===== src/rtl/keypad_scanner.sv =====
// 4x4 hex keypad scanner: column drive, synchronized row sampling, per-frame
// single/multi-key classification and a press/release debouncer with a one-cycle strobe.
module keypad_scanner #(
    parameter int SCAN_DIV = 1000,
    parameter int DEBOUNCE = 4
) (
    input  logic       clock,
    input  logic       reset,
    input  logic [3:0] row,
    output logic [3:0] col,
    output logic [3:0] key,
    output logic       key_valid
);

    typedef enum logic [1:0] {
        IDLE,
        CONFIRM,
        HELD,
        RELEASE
    } scanState;

    localparam logic [15:0] DIV_LAST = 16'(SCAN_DIV - 1);
    localparam logic [7:0]  DEB_TARGET = 8'(DEBOUNCE);

    logic [3:0]  rowMeta;
    logic [3:0]  rowSync;
    logic [15:0] divCount;
    logic [1:0]  colIdx;
    logic [1:0]  frameHits;
    logic [3:0]  frameCode;

    scanState    state;
    scanState    stateNext;
    logic [7:0]  cnt;
    logic [7:0]  cntNext;
    logic [3:0]  cand;
    logic [3:0]  candNext;
    logic [3:0]  keyNext;
    logic        keyValidNext;

    logic        sampleTick;
    logic        frameEnd;
    logic [3:0]  closed;
    logic [2:0]  colHits;
    logic [1:0]  colRow;
    logic [3:0]  colCode;
    logic [1:0]  hitsTotal;
    logic [3:0]  codeTotal;
    logic        resultNone;
    logic        resultSingle;
    logic [7:0]  cntInc;

    function automatic logic [3:0] codeOf(input logic [1:0] r, input logic [1:0] c);
        logic [3:0] code;
        code = 4'h0;
        case ({r, c})
            4'h0: code = 4'h1;
            4'h1: code = 4'h2;
            4'h2: code = 4'h3;
            4'h3: code = 4'hA;
            4'h4: code = 4'h4;
            4'h5: code = 4'h5;
            4'h6: code = 4'h6;
            4'h7: code = 4'hB;
            4'h8: code = 4'h7;
            4'h9: code = 4'h8;
            4'hA: code = 4'h9;
            4'hB: code = 4'hC;
            4'hC: code = 4'hE;
            4'hD: code = 4'h0;
            4'hE: code = 4'hF;
            4'hF: code = 4'hD;
            default: code = 4'h0;
        endcase
        return code;
    endfunction

    // Column drive is decoded from the registered column index, so it is glitch-free per dwell.
    assign col = ~(4'b0001 << colIdx);

    assign sampleTick = (divCount == DIV_LAST);
    assign frameEnd   = sampleTick && (colIdx == 2'd3);
    assign closed     = ~rowSync;
    assign colHits    = {2'b00, closed[0]} + {2'b00, closed[1]}
                      + {2'b00, closed[2]} + {2'b00, closed[3]};
    assign colCode    = codeOf(colRow, colIdx);
    assign cntInc     = cnt + 8'd1;

    // NOTE: every always_comb output gets a default first, so no path can infer a latch.
    always_comb begin
        colRow = 2'd3;
        if (closed[0]) begin
            colRow = 2'd0;
        end else if (closed[1]) begin
            colRow = 2'd1;
        end else if (closed[2]) begin
            colRow = 2'd2;
        end
    end

    // Frame accumulator folded with the current column: 0 = none, 1 = single, 2 = multi.
    always_comb begin
        hitsTotal = frameHits;
        codeTotal = frameCode;
        if (sampleTick) begin
            if (colHits >= 3'd2) begin
                hitsTotal = 2'd2;
            end else if (colHits == 3'd1) begin
                if (frameHits == 2'd0) begin
                    hitsTotal = 2'd1;
                    codeTotal = colCode;
                end else begin
                    hitsTotal = 2'd2;
                end
            end
        end
    end

    assign resultNone   = (hitsTotal == 2'd0);
    assign resultSingle = (hitsTotal == 2'd1);

    // NOTE: sequential state uses non-blocking assignments so every flop samples pre-edge values.
    always_ff @(posedge clock or negedge reset) begin
        if (!reset) begin
            rowMeta   <= 4'hF;
            rowSync   <= 4'hF;
            divCount  <= 16'd0;
            colIdx    <= 2'd0;
            frameHits <= 2'd0;
            frameCode <= 4'h0;
        end else begin
            rowMeta <= row;
            rowSync <= rowMeta;
            if (sampleTick) begin
                divCount <= 16'd0;
                colIdx   <= colIdx + 2'd1;
            end else begin
                divCount <= divCount + 16'd1;
            end
            if (frameEnd) begin
                frameHits <= 2'd0;
                frameCode <= 4'h0;
            end else if (sampleTick) begin
                frameHits <= hitsTotal;
                frameCode <= codeTotal;
            end
        end
    end

    always_ff @(posedge clock or negedge reset) begin
        if (!reset) begin
            state     <= IDLE;
            cnt       <= 8'd0;
            cand      <= 4'h0;
            key       <= 4'h0;
            key_valid <= 1'b0;
        end else begin
            state     <= stateNext;
            cnt       <= cntNext;
            cand      <= candNext;
            key       <= keyNext;
            key_valid <= keyValidNext;
        end
    end

    always_comb begin
        stateNext    = state;
        cntNext      = cnt;
        candNext     = cand;
        keyNext      = key;
        keyValidNext = 1'b0;
        if (frameEnd) begin
            unique case (state)
                IDLE: begin
                    if (resultSingle) begin
                        candNext = codeTotal;
                        cntNext  = 8'd1;
                        if (DEB_TARGET == 8'd1) begin
                            keyNext      = codeTotal;
                            keyValidNext = 1'b1;
                            stateNext    = HELD;
                        end else begin
                            stateNext = CONFIRM;
                        end
                    end
                end
                CONFIRM: begin
                    if (resultSingle && (codeTotal == cand)) begin
                        cntNext = cntInc;
                        if (cntInc == DEB_TARGET) begin
                            keyNext      = cand;
                            keyValidNext = 1'b1;
                            stateNext    = HELD;
                        end
                    end else if (resultSingle) begin
                        candNext = codeTotal;
                        cntNext  = 8'd1;
                    end else begin
                        stateNext = IDLE;
                    end
                end
                HELD: begin
                    // A different key without an intervening release never re-arms.
                    if (resultNone) begin
                        cntNext   = 8'd1;
                        stateNext = (DEB_TARGET == 8'd1) ? IDLE : RELEASE;
                    end
                end
                RELEASE: begin
                    if (resultNone) begin
                        cntNext = cntInc;
                        if (cntInc == DEB_TARGET) begin
                            stateNext = IDLE;
                        end
                    end else begin
                        stateNext = HELD;
                    end
                end
                default: stateNext = IDLE;
            endcase
        end
    end

endmodule

===== config.mk =====
export PLATFORM = sky130hd
export DESIGN_NAME = keypad_scanner
export DESIGN_NICKNAME = d
export VERILOG_FILES = /design/src/rtl/keypad_scanner.sv
export SDC_FILE = /design/constraint.sdc
export NUM_CORES = 1
export LEC_CHECK = 0
export ABC_CLOCK_PERIOD_IN_PS = 9000
export BUFFER_PORTS_ARGS = -buffer_cell sky130_fd_sc_hd__buf_2
export CAP_MARGIN = 0
export CORE_MARGIN = 5
export CORE_UTILIZATION = 54
export DETAILED_ROUTE_END_ITERATION = 16
export PLACE_DENSITY = 0.76
export SYNTH_ARGS = -nofsm -noshare
export SYNTH_HDL_FRONTEND = slang
export SYNTH_SLANG_ARGS = --single-unit

===== constraint.sdc =====
create_clock -name clock -period 9 [get_ports clock]
set_input_delay 0.45 -clock clock [delete_from_list [all_inputs] [get_ports clock]]
set_output_delay 0.45 -clock clock [all_outputs]
set_load 0.1 [all_outputs]

# --- Word level (Yosys, flattened, before mapping) ---
# Memories as Yosys holds them, arrays and structs flattened.
# Index checks and enable logic that the tools add are counted.
totals:
  regBits: 51
  romBits: 64
  in_bits: 6
  latchBits: 0
  ram_bits: 0
  wordCells: 85
  mem_count: 1
  output_inout_bits: 9
mem_list:
  columns: ["memory", "words", "word_bits", "read_ports", "rd_clocked_by_memory_dff", "wr", "line_no", "text"]
  rows:
  - ["(no name shown)", 16, 4, 1, 0, 0, "56", "case ({r, c})"]
op_classes:
  n_shift: 1
  n_mux: 36
  mul: 0
  eq_ne: 16
  bitwise: 2
  n_div: 0
  order_cmp: 1
  n_reduce_logical: 11
  addsub: 6
op_table:
  columns: ["operator", "count"]
  rows:
  - ["$mux 4", 8]
  - ["$mux 8", 4]
  - ["$pmux 8 s4", 1]
  - ["$mux 2", 15]
  - ["$add 16x1->16 const B", 1]
  - ["$eq 16x10->1 const B", 1]
  - ["$mux 16", 1]
  - ["$ne 3x3->1 const B", 3]
  - ["$add 8x1->8 const B", 1]
  - ["$eq 8x3->1 const B", 1]
  - ["$ne 2x2->1 const B", 4]
  - ["$not 4->4", 2]
  - ["$pmux 2 s4", 1]
  - ["$pmux 4 s2", 1]
  - ["$eq 2x2->1 const B", 3]
  - ["$logic_not 2->1", 3]
  - ["$reduce_and 3->1", 2]
  - ["$reduce_and 6->1", 1]
  - ["$mux 1", 5]
  - ["$eq 2x1->1 const B", 2]
  - ["$eq 4x4->1", 1]
  - ["$reduce_and 4->1", 1]
  - ["$reduce_bool 2->1", 2]
  - ["$shl 1x2->4 const A", 1]
  - ["other kinds (7)", 8]

# --- Depth between registers and ports, before layout ---
# An unclocked memory read counts as a cell.
logic_depth:
  word_depth: 14
  depth_mapped: 14
  mapped_depth_nobuf: 13

# --- Worst setup path before layout ---
# OpenSTA, ideal clock, no wires.
synth_timing:
  kind: "register -> register"
  startpoint: "register rowSync[1]"
  endpoint: "register cand[0]"
  required_time_ns: 8.875
  n_path_buf: 0
  stages_incl_launch_ff: 14
  setup_ns: 0.125
  period_less_slack_ns: 3.460
  path_slack_ns: 5.540
  t_arrival_ns: 3.335
  path_cell_list: "dfstp_2 > fa_1 > inv_1 > ha_1 > inv_1 > ha_1 > nor3b_2 > nand3_1 > a2111oi_0 > a2111oi_0 > nand2_1 > nor2_4 > a211oi_4 > mux2_4"
synth_between:
  elab_chain_cells: 12
  word_cells_on_any_way: 24
  cone_classes: "3 x add/sub; 1 x order compare; 4 x eq/ne; 12 x mux; 1 x bitwise; 2 x reduce/logical; 1 x memory"
synth_lines:
  columns: ["item", "line_no", "text"]
  rows:
  - ["from (decl)", "26", "logic [3:0] rowSync;"]
  - ["from (signal assigned)", "133", "rowSync <= rowMeta;"]
  - ["$not 4->4 (*)", "83", "assign closed = ~rowSync;"]
  - ["branches (longest 11 deep; another with $add 2x1->3)", null, null]
  - ["to (signal assigned)", "160", "cand <= candNext;"]
  - ["to (decl)", "36", "logic [3:0] cand;"]
# Every way passes the cells marked *. The select of a mux whose other input is x is not followed.
# A chain may end at the register's enable or synchronous reset.

# --- Final worst setup path ---
layout_timing:
  startpoint: "register rowSync[1]"
  endpoint: "register cand[2]"
# Same word-level chain as after synthesis.

==> results.json <==
{
  "first_global_vias": 2184,
  "required_ns": 9.20,
  "overflow": 0,
  "h-tree-depth": 2,
  "worstHoldPathType": "in -> async",
  "critPathKind": "reg -> reg",
  "firstDrtPassIters": 6,
  "area_delta_synth_final_pct": 7.15,
  "ys_ff_latch": 51,
  "synth_top_family_by_area": "simple AND/OR/NAND/NOR gates",
  "yosysTopAreaCell": "dfrtp_1",
  "slowest_stage": "dfstp_2",
  "vias": 2237,
  "grt_pass1_wl_um": 9840,
  "path_buf_inv": 2,
  "synth_area_leaders": "dfrtp_1, dfstp_2, ha_1",
  "yosys.area_share.simple_pct": 20.5,
  "vias_per_cell": 5.75,
  "arrival_ns": 3.96,
  "fmax_mhz": 266,
  "clk_latency_ns": 0.30,
  "synth_xor_area_share_pct": 5.33,
  "crit_path_max_fanout": 7,
  "antenna_found_initial": 0,
  "crit_start": "rowSync[1]",
  "yosysWarnings": 0,
  "setup_violations": 0,
  "routabilityCongestion": 0.879,
  "synth_mux_area_share_pct": 3.60,
  "post-dp-hpwl_um": 4000,
  "ys_types": 56,
  "die_x_um": 84.0,
  "cts_buffer_depth": 2,
  "cts.sinks": 51,
  "syn_nets": 323,
  "tightestPinTransition_ns": 0.610,
  "final_common_cell": "dfrtp_1",
  "drv_cap": 0,
  "run_status": "finished, final reports clean",
  "rsz0062_at_grt": "false",
  "drc": 0,
  "synth_compound_area_share_pct": 15.9,
  "crit_path_end_kind": "register",
  "rows": 27,
  "relSlewSlack_pct": 59.4,
  "synth_edf_count": 0,
  "drtIter0Drc": 107,
  "cts_buffers": 5,
  "synthAdderAreaFrac_pct": 6.18,
  "wl_per_cell_um": 14.1,
  "setup_tns_ns": 0,
  "hold_viol": 0,
  "die_area_um2": 7060,
  "synth_top_area_share_pct": 36.4,
  "r2r-start": "rowSync[1]",
  "min_period_over_period_pct": 41.8,
  "total_power_uw": 409,
  "cts-root-buf": "clkbuf_8",
  "drt_wl_total_um": 5500,
  "path_clk_slew_ns": 0.09,
  "avgSynthCellArea_um2": 9.76,
  "ys_seq_area_share_pct": 43.5,
  "tritoncts": "yes",
  "synthFlopType": "dfrtp_1",
  "powerDensity_nw_per_um2": 129,
  "path_delay_family": "simple AND/OR/NAND/NOR gates",
  "antenna_cells": 0,
  "core-area_um2": 5410,
  "die_h_um": 84.0,
  "numPortBuffers": 14,
  "syn_area_um2": 2960,
  "cp_slowest_stage_delay_ns": 0.57,
  "fin_worst_skew_ns": 0.0135,
  "ctsResizeCount": 0,
  "final_net_count": 337,
  "antenna_left": 0,
  "fillers": 477,
  "synth_cells": 303,
  "ioPinCount": 15,
  "maxSlewViolCount": 0,
  "path_cells": "fa_1 > inv_1 > ha_1 > inv_1 > ha_1 > nor3b_2 > nand3_1 > a2111oi_0 > a2111oi_0 > nand2_1 > nor2_4 > a211oi_4 > mux2_4",
  "start_util_pct": 54.7,
  "async_flop_share_pct": 100,
  "worstSetupStartpointType": "register",
  "peakVddDrop_mv": 0.116,
  "layout-drive-gt1-share_pct": 14.8,
  "grt_util_all_layers_pct": 16.9,
  "grt_max_degree": 52,
  "postCtsSetupBuffers": 0,
  "final_cell_mix": "dfrtp_1, nor2_1, nand2_1",
  "cts_hold_buf": 0,
  "power.leakage_uw": 0.00135,
  "min_period_ns": 3.76
}
[path summary, 6_finish.rpt]
check                      cells past startpoint  slack, ns    endpoint
setup / recovery                              13       5.24     cand[2]
hold / removal                                 2       0.24      key[2]
setup reg to reg                              13       5.24     cand[2]
hold reg to reg                                0       0.36  rowSync[3]
max in group asynchronous                      2       8.34   colIdx[0]
min in group clock                             1       0.25  rowMeta[2]
[routing by layer]
layer,GRT usage (%),share of wire (%),vias up
li1,-,-,1102
met1,23.0,49,1075
met2,26.3,45,53
met3,3.65,4.2,7
met4,6.29,1.3,0
met5,0,0,-
[sequential cells by signal, summed over array words and instances (netlist names)]
register   flops
cand           4
key_valid      1
divCount      16
colIdx         2
cnt            8
frameHits      2
key            4
state          2
rowSync        4
rowMeta        4
frameCode      4
[cell families after synthesis]
kind of cell,Yosys count
XOR/XNOR,18
buffers and inverters,32
AO/OA/AOI/OAI,68
multiplexers,9
flip-flops,51
adder cells (fa/ha/maj),14
AND/OR/NAND/NOR,111
[final cells by class]
class,instances,area (um2),share of cell area [%]
clock buffer,6,72.6,2.29
clock inverter,1,30.0,0.948
inverter,24,90.1,2.84
multi-input combinational,220,1520,48.0
sequential,51,1290,40.6
tap,72,90.1,2.84
timing repair buffer,15,77.6,2.45
[power breakdown]
part,switching (uW),internal (uW)
sequential,1.19,232
clock,69.0,81.5
combinational,16.1,9.22
[metrics by stage]
| stage | instance area [um2] | hold slack [ns] | utilization, % | setup slack [ns] | instances |
|---|---|---|---|---|---|
| after floorplan | 2960 | 0.154 | - | 5.54 | 303 |
| after global placement | 3070 | 0.346 | 56.7 | 5.35 | 382 |
| after detailed placement | 3070 | 0.348 | 56.7 | 5.24 | 382 |
| after CTS | 3170 | 0.237 | 58.6 | 5.24 | 389 |
| after global routing | 3170 | 0.233 | 58.6 | 4.95 | 389 |
| final | 3170 | 0.238 | 58.6 | 5.24 | 389 |
[cell usage after synthesis (all sizes together) (7+ instances only)]
library cell	count
dfstp	8
xnor2	10
ha	13
mux2	7
nor2	28
nand2	25
nand3	12
o21ai	21
dfrtp	43
inv	24
nor3	7
a21oi	9
xor2	8
No activity file was read; power rests on OpenSTA's default activity.
